==> config.mk <==
export PLATFORM = sky130hd
export DESIGN_NAME = instruction_fetch_unit_flat
export DESIGN_NICKNAME = d
export VERILOG_FILES = /design/src/rtl/cpu_defs_pkg.sv /design/src/rtl/instruction_fetch_unit_if.sv /design/src/rtl/next_pc_calc.sv /design/src/rtl/instruction_fetch_unit.sv /design/src/flat_wrapper.sv
export SDC_FILE = /design/constraint.sdc
export NUM_CORES = 1
export LEC_CHECK = 0
export ABC_CLOCK_PERIOD_IN_PS = 4830
export CAP_MARGIN = 0
export CORE_UTILIZATION = 47
export CTS_CLUSTER_DIAMETER = 120
export DETAILED_ROUTE_END_ITERATION = 10
export PLACE_DENSITY = 0.94
export SYNTH_ARGS = -nofsm -noshare
export SYNTH_HDL_FRONTEND = slang
export SYNTH_SLANG_ARGS = --single-unit
==> constraint.sdc <==
create_clock -name Clock -period 4.83 [get_ports Clock]
set_input_delay 0.966 -clock Clock [delete_from_list [all_inputs] [get_ports Clock]]
set_output_delay 0.966 -clock Clock [all_outputs]
set_load 0.01 [all_outputs]
==> src/rtl/cpu_defs_pkg.sv <==
// Shared CPU definitions used by the fetch unit and the control unit.
//   npc_op_e : next-PC selection codes driven by the control unit
//   NOP_INSN : canonical NOP (addi x0,x0,0) shown to the decoder when nothing is fetched
package cpu_defs_pkg;

  typedef enum logic [1:0] {
    NPC_PC4  = 2'd0,
    NPC_B    = 2'd1,
    NPC_JAL  = 2'd2,
    NPC_JALR = 2'd3
  } npc_op_e;

  localparam logic [31:0] NOP_INSN = 32'h0000_0013;

endpackage

==> src/rtl/instruction_fetch_unit_if.sv <==
// IROM fetch bus.
//   ImemRequest  : fetch request, held until ImemReady
//   ImemAddress  : byte address of the fetch
//   ImemReady    : IROM data valid this cycle
//   ImemData     : instruction word
// master = fetch unit, slave = IROM.
interface instruction_fetch_unit_if;

  logic        ImemRequest;
  logic [31:0] ImemAddress;
  logic        ImemReady;
  logic [31:0] ImemData;

  modport master (
    output ImemRequest,
    output ImemAddress,
    input  ImemReady,
    input  ImemData
  );

  modport slave (
    input  ImemRequest,
    input  ImemAddress,
    output ImemReady,
    output ImemData
  );

endinterface

==> src/rtl/next_pc_calc.sv <==
// Combinational next-PC mux plus alignment flag.
//   pc, op, taken, imm, alu : current PC, selection code, branch condition,
//                             B/J offset, JALR target (rs1+imm)
//   npc                     : selected next PC (modulo 2^32)
//   misaligned              : npc is not 4-byte aligned
module next_pc_calc
  import cpu_defs_pkg::*;
(
  input  logic [31:0] pc,
  input  logic [1:0]  op,
  input  logic        taken,
  input  logic [31:0] imm,
  input  logic [31:0] alu,
  output logic [31:0] npc,
  output logic        misaligned
);

  logic [31:0] pc4;
  logic [31:0] pc_rel;

  assign pc4    = pc + 32'd4;
  assign pc_rel = pc + imm;

  always_comb begin
    npc = pc4;
    case (op)
      NPC_PC4:  npc = pc4;
      NPC_B:    npc = taken ? pc_rel : pc4;
      NPC_JAL:  npc = pc_rel;
      // Only bit0 is cleared; a set bit1 survives and is caught below.
      NPC_JALR: npc = alu & ~32'h1;
      default:  npc = pc4;
    endcase
  end

  assign misaligned = |npc[1:0];

endmodule

==> src/rtl/instruction_fetch_unit.sv <==
// CPU front end: holds the PC, fetches one instruction at a time over the IROM
// req/ready bus, presents it to the decoder and advances on Retire.
//   Clock, Reset      : rising-edge clock, synchronous active-high reset
//   imem              : IROM bus (master side)
//   Instruction       : registered instruction word for the decoder
//   InstructionValid  : Instruction is current and awaiting Retire
//   ProgramCounter    : PC of Instruction
//   PcPlus4           : ProgramCounter + 4 (link value)
//   Retire            : execute is done with Instruction
//   NpcOperation      : next-PC selection (cpu_defs_pkg::npc_op_e)
//   BranchTaken       : branch condition, used for NPC_B only
//   Immediate         : sign-extended B/J offset
//   AluResult         : JALR target
//   MisalignedFault   : sticky, set when a retired next PC is misaligned
module instruction_fetch_unit
  import cpu_defs_pkg::*;
#(
  parameter logic [31:0] RESET_PC = 32'h0000_0000
) (
  input  logic                             Clock,
  input  logic                             Reset,
  instruction_fetch_unit_if.master         imem,
  output logic [31:0]                      Instruction,
  output logic                             InstructionValid,
  output logic [31:0]                      ProgramCounter,
  output logic [31:0]                      PcPlus4,
  input  logic                             Retire,
  input  logic [1:0]                       NpcOperation,
  input  logic                             BranchTaken,
  input  logic [31:0]                      Immediate,
  input  logic [31:0]                      AluResult,
  output logic                             MisalignedFault
);

  typedef enum logic [1:0] {
    S_FETCH = 2'd0,
    S_WAIT  = 2'd1,
    S_ISSUE = 2'd2,
    S_HALT  = 2'd3
  } state_e;

  state_e      state;
  logic [31:0] pc;
  logic [31:0] npc;
  logic        npc_misaligned;

  next_pc_calc u_npc (
    .pc         (pc),
    .op         (NpcOperation),
    .taken      (BranchTaken),
    .imm        (Immediate),
    .alu        (AluResult),
    .npc        (npc),
    .misaligned (npc_misaligned)
  );

  always_ff @(posedge Clock) begin
    if (Reset) begin
      state            <= S_FETCH;
      pc               <= RESET_PC;
      Instruction      <= NOP_INSN;
      InstructionValid <= 1'b0;
      MisalignedFault  <= 1'b0;
    end else begin
      case (state)
        S_FETCH, S_WAIT: begin
          if (imem.ImemReady) begin
            Instruction      <= imem.ImemData;
            InstructionValid <= 1'b1;
            state            <= S_ISSUE;
          end else begin
            state <= S_WAIT;
          end
        end
        S_ISSUE: begin
          if (Retire) begin
            pc               <= npc;
            InstructionValid <= 1'b0;
            if (npc_misaligned) begin
              MisalignedFault <= 1'b1;
              state           <= S_HALT;
            end else begin
              state <= S_FETCH;
            end
          end
        end
        default: begin
          // HALT: terminal until reset
          InstructionValid <= 1'b0;
        end
      endcase
    end
  end

  // Request is masked while Reset is high so an in-flight fetch is dropped
  // in the reset cycle itself rather than one cycle later.
  assign imem.ImemRequest = ((state == S_FETCH) || (state == S_WAIT)) && !Reset;
  assign imem.ImemAddress = pc;

  assign ProgramCounter = pc;
  assign PcPlus4        = pc + 32'd4;

endmodule

==> src/flat_wrapper.sv <==
// flat-port wrapper written by rule: the top's interface ports become plain ports
module instruction_fetch_unit_flat import cpu_defs_pkg::*;
#(
  parameter logic [31:0] RESET_PC = 32'h0000_0000
)
  (Clock, Reset, Instruction, InstructionValid, ProgramCounter, PcPlus4, Retire, NpcOperation, BranchTaken, Immediate, AluResult, MisalignedFault, imem_ImemRequest, imem_ImemAddress, imem_ImemReady, imem_ImemData);
  instruction_fetch_unit_if imem_i ();
  input  logic Clock;
  input  logic Reset;
  output logic [31:0] Instruction;
  output logic InstructionValid;
  output logic [31:0] ProgramCounter;
  output logic [31:0] PcPlus4;
  input  logic Retire;
  input  logic [1:0] NpcOperation;
  input  logic BranchTaken;
  input  logic [31:0] Immediate;
  input  logic [31:0] AluResult;
  output logic MisalignedFault;
  output wire logic [$bits(imem_i.ImemRequest)-1:0] imem_ImemRequest;
  output wire logic [$bits(imem_i.ImemAddress)-1:0] imem_ImemAddress;
  input wire logic [$bits(imem_i.ImemReady)-1:0] imem_ImemReady;
  input wire logic [$bits(imem_i.ImemData)-1:0] imem_ImemData;
  assign imem_ImemRequest = imem_i.ImemRequest;
  assign imem_ImemAddress = imem_i.ImemAddress;
  assign imem_i.ImemReady = imem_ImemReady;
  assign imem_i.ImemData = imem_ImemData;
  instruction_fetch_unit #(.RESET_PC(RESET_PC)) u_core (.Clock(Clock), .Reset(Reset), .imem(imem_i), .Instruction(Instruction), .InstructionValid(InstructionValid), .ProgramCounter(ProgramCounter), .PcPlus4(PcPlus4), .Retire(Retire), .NpcOperation(NpcOperation), .BranchTaken(BranchTaken), .Immediate(Immediate), .AluResult(AluResult), .MisalignedFault(MisalignedFault));
endmodule
==> impl_metrics.csv, run 1 <==
group,metric,value,unit
cts,cts_tree,"yes",
worst_setup_path,path_class,"flop to output pin",
timing,hold_violations,0,
worst_setup_path,critPathSlowestCell,"dfxtp_1",
die,core_area,0.0115,sq mm
timing,tightestPinTransition,1230,ps
worst_setup_path,cp-start-kind,"flop",
timing,drv_slew,0,
power,power.density,256,mW/mm^2
cts,cts_buffers,9,
global_routing,grt_pass1_wl,28800,microns
worst_setup_path,reg2reg_to,"u_core.ProgramCounter[28]$_SDFFE_PP0P_",
drt,wl_per_cell,17.2,microns
final_layout,final_cells,1050,
die,io_pins,234,
timing,min_period,3970,ps
global_routing,grt_pass1_vias,5883,
worst_setup_path,cpPeakStageDelay,590,ps
yosys,async_flop_share,0,
timing,clock.fmax,252,MHz
yosys,syn_inst,733,
placement,globalplace.congestion,0.918,
yosys,synth_edf_count,0,
final_layout,diodes,0,
yosys,yosys.area.top_type_share,0.246,
placement,dp.cells,1034,
cts,clk_root_buffer_cell,"clkbuf_16",
global_routing,grt_antenna_before_repair,0,
outcome,outcome,"finished clean",
worst_setup_path,crit_chain,"nand4_2, or3_4, nor3_2, and3_1, xor2_2, clkdlybuf4s50_1",
worst_setup_path,r2r_cells,11,
timing,finalSetupTns,0,ps
worst_setup_path,critPathMaxFanout,10,
timing,rsz0062_at_grt,"no",
timing,skew,7.08,ps
worst_setup_path,r2r_slack,1720,ps
yosys,seq_area_frac_synth,0.246,
die,die_w,111,microns
worst_hold_path,hold_start,"u_core.Instruction[14]$_SDFFE_PP0P_",
final_layout,n_fill_cell,868,
timing,min_period_over_period,0.821,
yosys,syn-cell-area,0.00554,sq mm
cts,cts.repair.resized,0,
placement,dp_hpwl,13400,microns
final_layout,syn_to_final_growth,44.2,%
drt,drt_wl_total,18100,microns
yosys,yosys.cell_types.count,70,
worst_hold_path,hold_class,"flop to flop",
yosys,synth_area_leaders,"dfxtp_1 25%, a21oi_1 8.4%, ha_1 7.2%",
die,num_rows,39,
drt,vias,6220,
drt,drcViolationCount,0,
drt,detail_route.iter0.violations,540,
timing,setup-violations-final,0,
die,start_util,0.483,
cts,clockBufferDepth,2,
cts,cts_setup_buffers,0,
worst_hold_path,hold_end,"u_core.Instruction[14]$_SDFFE_PP0P_",
cts,htree_num_levels,3,
yosys,ys_warn_count,0,
worst_hold_path,worstHoldPathCells,2,
power,vdd_drop_max,216,uV
placement,numPortBuffers,232,
global_routing,grt_use_total,0.285,
die,dieArea,0.0122,sq mm
final_layout,layout.nets,1038,
yosys,synth-main-ff-cell,"dfxtp_1",
yosys,synth_nets,869,
worst_setup_path,worst-endpoint-required,3860,ps
worst_setup_path,crit_path_end_kind,"output pin",
global_routing,overflow,0,
final_layout,drive_gt1_frac,0.0507,
power,leakage,3.20,nW
cts,clock_sink_count,68,
cts,clock_latency,330,ps
drt,drtAntennaViolNets,0,
worst_setup_path,worstPathArrival,3000,ps
die,die_h,111,microns
yosys,yosysTopAreaCell,"dfxtp_1",
cts,hold_buffers,0,
global_routing,grt_max_degree,72,
drt,dr.pass1.iters,5,
cts,cts.reportedPaths.clkPinSlew,60,ps
worst_setup_path,r2r-start,"u_core.ProgramCounter[0]$_SDFFE_PP0P_",
yosys,ys_ff_latch,68,
yosys,postSynthAreaPerCell,7.55,sq um
drt,vias_per_cell,5.92,
flow_run,drv_cap,0,
timing,max_slew_margin,0.175,
-- flip-flops by register name (all words and copies together), names as in the netlist --
signal and count:
u_core.Instruction 32, u_core.InstructionValid 1, u_core.state 2, u_core.MisalignedFault 1, u_core.ProgramCounter 32
-- routing by layer --
metal,vias up,global-route usage,part of all wire
li1,2958,-,-
met1,2878,0.354,0.42
met2,340,0.487,0.47
met3,44,0.0538,0.086
met4,0,0.108,0.025
met5,-,0,0
-- power by group --
| group | internal [mW] | switching, mW |
|---|---|---|
| Combinational | 0.332 | 0.313 |
| Sequential | 0.599 | 0.0531 |
| Clock | 0.471 | 0.277 |
-- worst max-delay path by stage --
stage / startpoint / to / slack [ps] / cells after the start
floorplan: Immediate[0] / u_core.ProgramCounter[28]$_SDFFE_PP0P_ / 1720 / 11
global placement: Immediate[0] / u_core.ProgramCounter[28]$_SDFFE_PP0P_ / 860 / 12
detailed placement: Immediate[0] / u_core.ProgramCounter[28]$_SDFFE_PP0P_ / 790 / 12
CTS: u_core.ProgramCounter[11]$_SDFFE_PP0P_ / PcPlus4[31] / 920 / 6
global route: u_core.ProgramCounter[2]$_SDFFE_PP0P_ / PcPlus4[18] / 790 / 6
finish: u_core.ProgramCounter[11]$_SDFFE_PP0P_ / PcPlus4[31] / 860 / 6
-- Yosys cell counts, drive strengths merged, types with 12 or more instances --
master / n
a21o: 15
a21oi: 93
a221o: 21
and3: 12
buf: 40
clkbuf: 40
dfxtp: 68
ha: 32
inv: 18
nand2: 100
nand3: 19
nand4: 12
nor2: 49
nor3: 32
o21ai: 25
xnor2: 33
xor2: 18
-- area by class of cell --
| class | count | area (sq um) | share of cell area |
|---|---|---|---|
| Clock buffer | 10 | 239 | 0.0299 |
| Timing Repair Buffer | 238 | 2360 | 0.296 |
| Clock inverter | 6 | 95.1 | 0.0119 |
| Tap cell | 143 | 179 | 0.0224 |
| Multi-Input combinational cell | 567 | 3680 | 0.461 |
| Sequential cell | 68 | 1360 | 0.171 |
| Inverter | 18 | 67.6 | 0.00846 |
-- critical path: cells and delay by family (launching register included) --
family | cells | cell delay, ps
simple gates | 4 | 1330
flops | 1 | 590
buf+inv | 1 | 560
xor+xnor | 1 | 170
-- through the flow --
stage / hold WS (ps) / power, mW / util / worst slack (ps) / area [sq um]
floorplan: 481 / 1.02 / - / 1720 / 5540
global placement: 441 / 1.29 / 0.667 / 857 / 7650
detailed placement: 446 / 1.30 / 0.667 / 791 / 7650
CTS: 454 / 2.05 / 0.696 / 915 / 7980
global route: 472 / 2.13 / 0.696 / 790 / 7980
finish: 453 / 2.04 / 0.696 / 863 / 7980
-- logic make-up (layout without fill, tap and decap cells) --
logic type,Yosys count,in the layout,share of synthesized area
simple gates,262,262,0.231
buf+inv,98,272,0.0913
compound gates,220,220,0.271
xor+xnor,51,51,0.0834
flops,68,68,0.246
fa+ha+maj,33,33,0.0759
mux,1,1,0.00181
-- placed cells by master (no fill, tap or decap), types with 6 or more instances in the layout --
master and count:
and3_1 12, a221o_1 21, nand4_1 10, a21o_1 15
ha_1 32, o21ai_0 21, o21bai_1 9, a31oi_1 9
clkdlybuf4s50_1 231, dfxtp_1 68, buf_4 6, nor2_1 49
clkbuf_16 9, inv_1 18, nor3_1 30, a21oi_1 92
nand3_1 19, nand2_1 100, xnor2_1 33, a221oi_1 6
xor2_1 16
No activity file was read; power rests on OpenSTA's default activity.
==> inputs of run 2 (changes only) <==
--- a/config.mk
+++ b/config.mk
@@ -5,12 +5,12 @@
 export SDC_FILE = /design/constraint.sdc
 export NUM_CORES = 1
 export LEC_CHECK = 0
-export ABC_CLOCK_PERIOD_IN_PS = 4830
+export ABC_CLOCK_PERIOD_IN_PS = 3600
 export CAP_MARGIN = 0
-export CORE_UTILIZATION = 47
+export CORE_UTILIZATION = 40
 export CTS_CLUSTER_DIAMETER = 120
 export DETAILED_ROUTE_END_ITERATION = 10
-export PLACE_DENSITY = 0.94
+export PLACE_DENSITY = 0.86
 export SYNTH_ARGS = -nofsm -noshare
 export SYNTH_HDL_FRONTEND = slang
 export SYNTH_SLANG_ARGS = --single-unit
==> constraint.sdc (replaced) <==
create_clock -name Clock -period 3.6 [get_ports Clock]
set_input_delay 0.72 -clock Clock [delete_from_list [all_inputs] [get_ports Clock]]
set_output_delay 0.72 -clock Clock [all_outputs]
set_load 0.01 [all_outputs]
==> run 2 against run 1 <==
Sequential cell count did not move. Wire length rose by 7.9%. Combinational power rose by 44%.
==> impl_metrics.csv, run 2 (synthesis gave the netlist of run 1 again) <==
group,metric,value,unit
outcome,outcome,"finished clean",
worst_setup_path,r2r_cells,11,
timing,setup-violations-final,0,
die,core_area,0.0133,sq mm
global_routing,grt_antenna_before_repair,0,
placement,globalplace.congestion,0.913,
timing,drv_slew,0,
worst_setup_path,cp-start-kind,"flop",
power,p_int,1.82,mW
global_routing,grt_max_degree,50,
placement,numPortBuffers,232,
drt,drt_wl_total,19500,microns
cts,cts_setup_buffers,0,
cts,clockBufferDepth,2,
power,seq_power_share,0.315,
worst_setup_path,path_class,"flop to output pin",
final_layout,stdcell_area,0.00822,sq mm
worst_hold_path,hold_class,"flop to flop",
power,p_comb_frac,0.342,
power,leakage,3.34,nW
final_layout,final_cell_mix,"231 x clkdlybuf4s50_1, 100 x nand2_1, 92 x a21oi_1",
cts,clock_sink_count,68,
global_routing,grt_pass1_vias,5852,
power,vdd_drop_max,205,uV
placement,dp_slack,1.76,ps
final_layout,regArea,0.00136,sq mm
cts,cts.reportedPaths.clkPinSlew,60,ps
worst_setup_path,worst-endpoint-required,2880,ps
final_layout,multi_input_area,0.00369,sq mm
drt,drcViolationCount,0,
flow_run,drv_cap,0,
timing,clock.fmax,294,MHz
worst_hold_path,worstHoldPathCells,2,
timing,layout_setup_ws,196,ps
drt,drtAntennaViolNets,0,
power,p_sw_frac,0.327,
cts,clock_latency,340,ps
power,clockPowerShare,0.343,
final_layout,n_fill_cell,1206,
cts,hold_buffers,0,
final_layout,utilization,0.616,
die,dieArea,0.0143,sq mm
drt,vias_per_cell,5.68,
worst_setup_path,reg2reg_to,"u_core.ProgramCounter[28]$_SDFFE_PP0P_",
worst_setup_path,critPathMaxFanout,4,
global_routing,grt_use_total,0.264,
worst_hold_path,hold_end,"u_core.Instruction[17]$_SDFFE_PP0P_",
cts,htree_num_levels,3,
drt,dr.pass1.iters,5,
drt,vias,6298,
power,power.density,330,mW/mm^2
cts,cts_buffers,9,
worst_hold_path,hold_start,"u_core.Instruction[17]$_SDFFE_PP0P_",
final_layout,syn_to_final_growth,48.4,%
power,p_sw,0.887,mW
timing,rsz0062_at_grt,"no",
die,start_util,0.415,
timing,skew,5.10,ps
worst_setup_path,worstPathArrival,2680,ps
drt,wl_per_cell,17.6,microns
drt,detail_route.iter0.violations,425,
global_routing,grt_pass1_wl,30000,microns
cts,clk_root_buffer_cell,"clkbuf_16",
worst_setup_path,crit_path_end_kind,"output pin",
timing,hold_violations,0,
timing,min_period,3400,ps
die,io_pins,234,
timing,finalSetupTns,0,ps
power,power,2.71,mW
timing,max_slew_margin,0.223,
final_layout,diodes,0,
cts,cts_tree,"yes",
timing,tightestPinTransition,1170,ps
worst_setup_path,r2r_slack,700,ps
final_layout,final_common_cell,"clkdlybuf4s50_1",
die,die_h,120,microns
placement,dp_hpwl,14500,microns
placement,place_area,0.00789,sq mm
timing,min_period_over_period,0.946,
final_layout,layout.nets,1063,
global_routing,overflow,0,
final_layout,drive_gt1_frac,0.0794,
worst_setup_path,r2r-start,"u_core.ProgramCounter[0]$_SDFFE_PP0P_",
die,num_rows,42,
die,die_w,120,microns
## run 2: cell types whose count changed in the layout (fill, tap and decap cells not counted), sizes merged
cell	previous run	this run
bufinv	2	1
clkinvlp	0	1
buf	7	32
inv	19	21
clkinv	3	2
clkbuf	10	9
## run 2: how the worst max path moves through the flow
stage                                                 startpoint                                     end  cells past startpoint
final                      u_core.ProgramCounter[2]$_SDFFE_PP0P_                             PcPlus4[18]                      6
after global routing      u_core.ProgramCounter[14]$_SDFFE_PP0P_                             PcPlus4[28]                      6
after CTS                 u_core.ProgramCounter[14]$_SDFFE_PP0P_                             PcPlus4[31]                      6
after detailed placement                            Immediate[0]  u_core.ProgramCounter[28]$_SDFFE_PP0P_                     12
after global placement                              Immediate[0]  u_core.ProgramCounter[28]$_SDFFE_PP0P_                     12
after floorplan                                     Immediate[0]  u_core.ProgramCounter[28]$_SDFFE_PP0P_                     11
## run 2: final cells by class
class / instances / area share
Clock buffer: 9 / 0.0274
Clock inverter: 7 / 0.0102
Inverter: 18 / 0.00822
Multi-Input combinational cell: 567 / 0.450
Sequential cell: 68 / 0.166
Tap cell: 176 / 0.0268
Timing Repair Buffer: 263 / 0.312
## run 2: stage by stage
stage,hold WS [ps],std cells
finish,453,1108
global route,471,1108
CTS,456,1108
detailed placement,447,1092
global placement,441,1092
floorplan,481,733
## run 2: critical path, stage by stage (launching register included)
cell and delay [ps]:
dfxtp_1 330, ha_1 280, and3_1 340, nor2b_1 370
nand3_1 150, xnor2_1 280, clkdlybuf4s50_1 600
## run 2: repair_timing
action                     CTS  global route
gates resized for setup      1             3
setup endpoints to repair    1             4
pin swaps                    0             0
## run 2: metal layers
| layer | vias up | share of wire | GRT usage |
|---|---|---|---|
| met5 | - | 0 | 0 |
| met4 | 0 | 0.034 | 0.129 |
| met3 | 48 | 0.065 | 0.0504 |
| met2 | 274 | 0.48 | 0.443 |
| met1 | 2967 | 0.42 | 0.322 |
| li1 | 3009 | - | - |
## run 2: power by group through the flow
stage | Combinational [mW] | Clock, mW | Sequential [mW]
2_1_floorplan | 0.470 | 0 | 0.895
3_3_place_gp | 0.897 | 0 | 0.866
3_5_place_dp | 0.911 | 0 | 0.869
4_1_cts | 0.919 | 0.945 | 0.853
5_1_grt | 0.994 | 0.981 | 0.860
6_report | 0.926 | 0.930 | 0.853
==> inputs of run 3 (changes only) <==
--- a/config.mk
+++ b/config.mk
@@ -11,6 +11,7 @@
 export CTS_CLUSTER_DIAMETER = 120
 export DETAILED_ROUTE_END_ITERATION = 10
 export PLACE_DENSITY = 0.86
+export SLEW_MARGIN = 0
 export SYNTH_ARGS = -nofsm -noshare
 export SYNTH_HDL_FRONTEND = slang
 export SYNTH_SLANG_ARGS = --single-unit
==> results of run 3 <==
No change in the layout: final DEF, timing and power equal those of run 2.
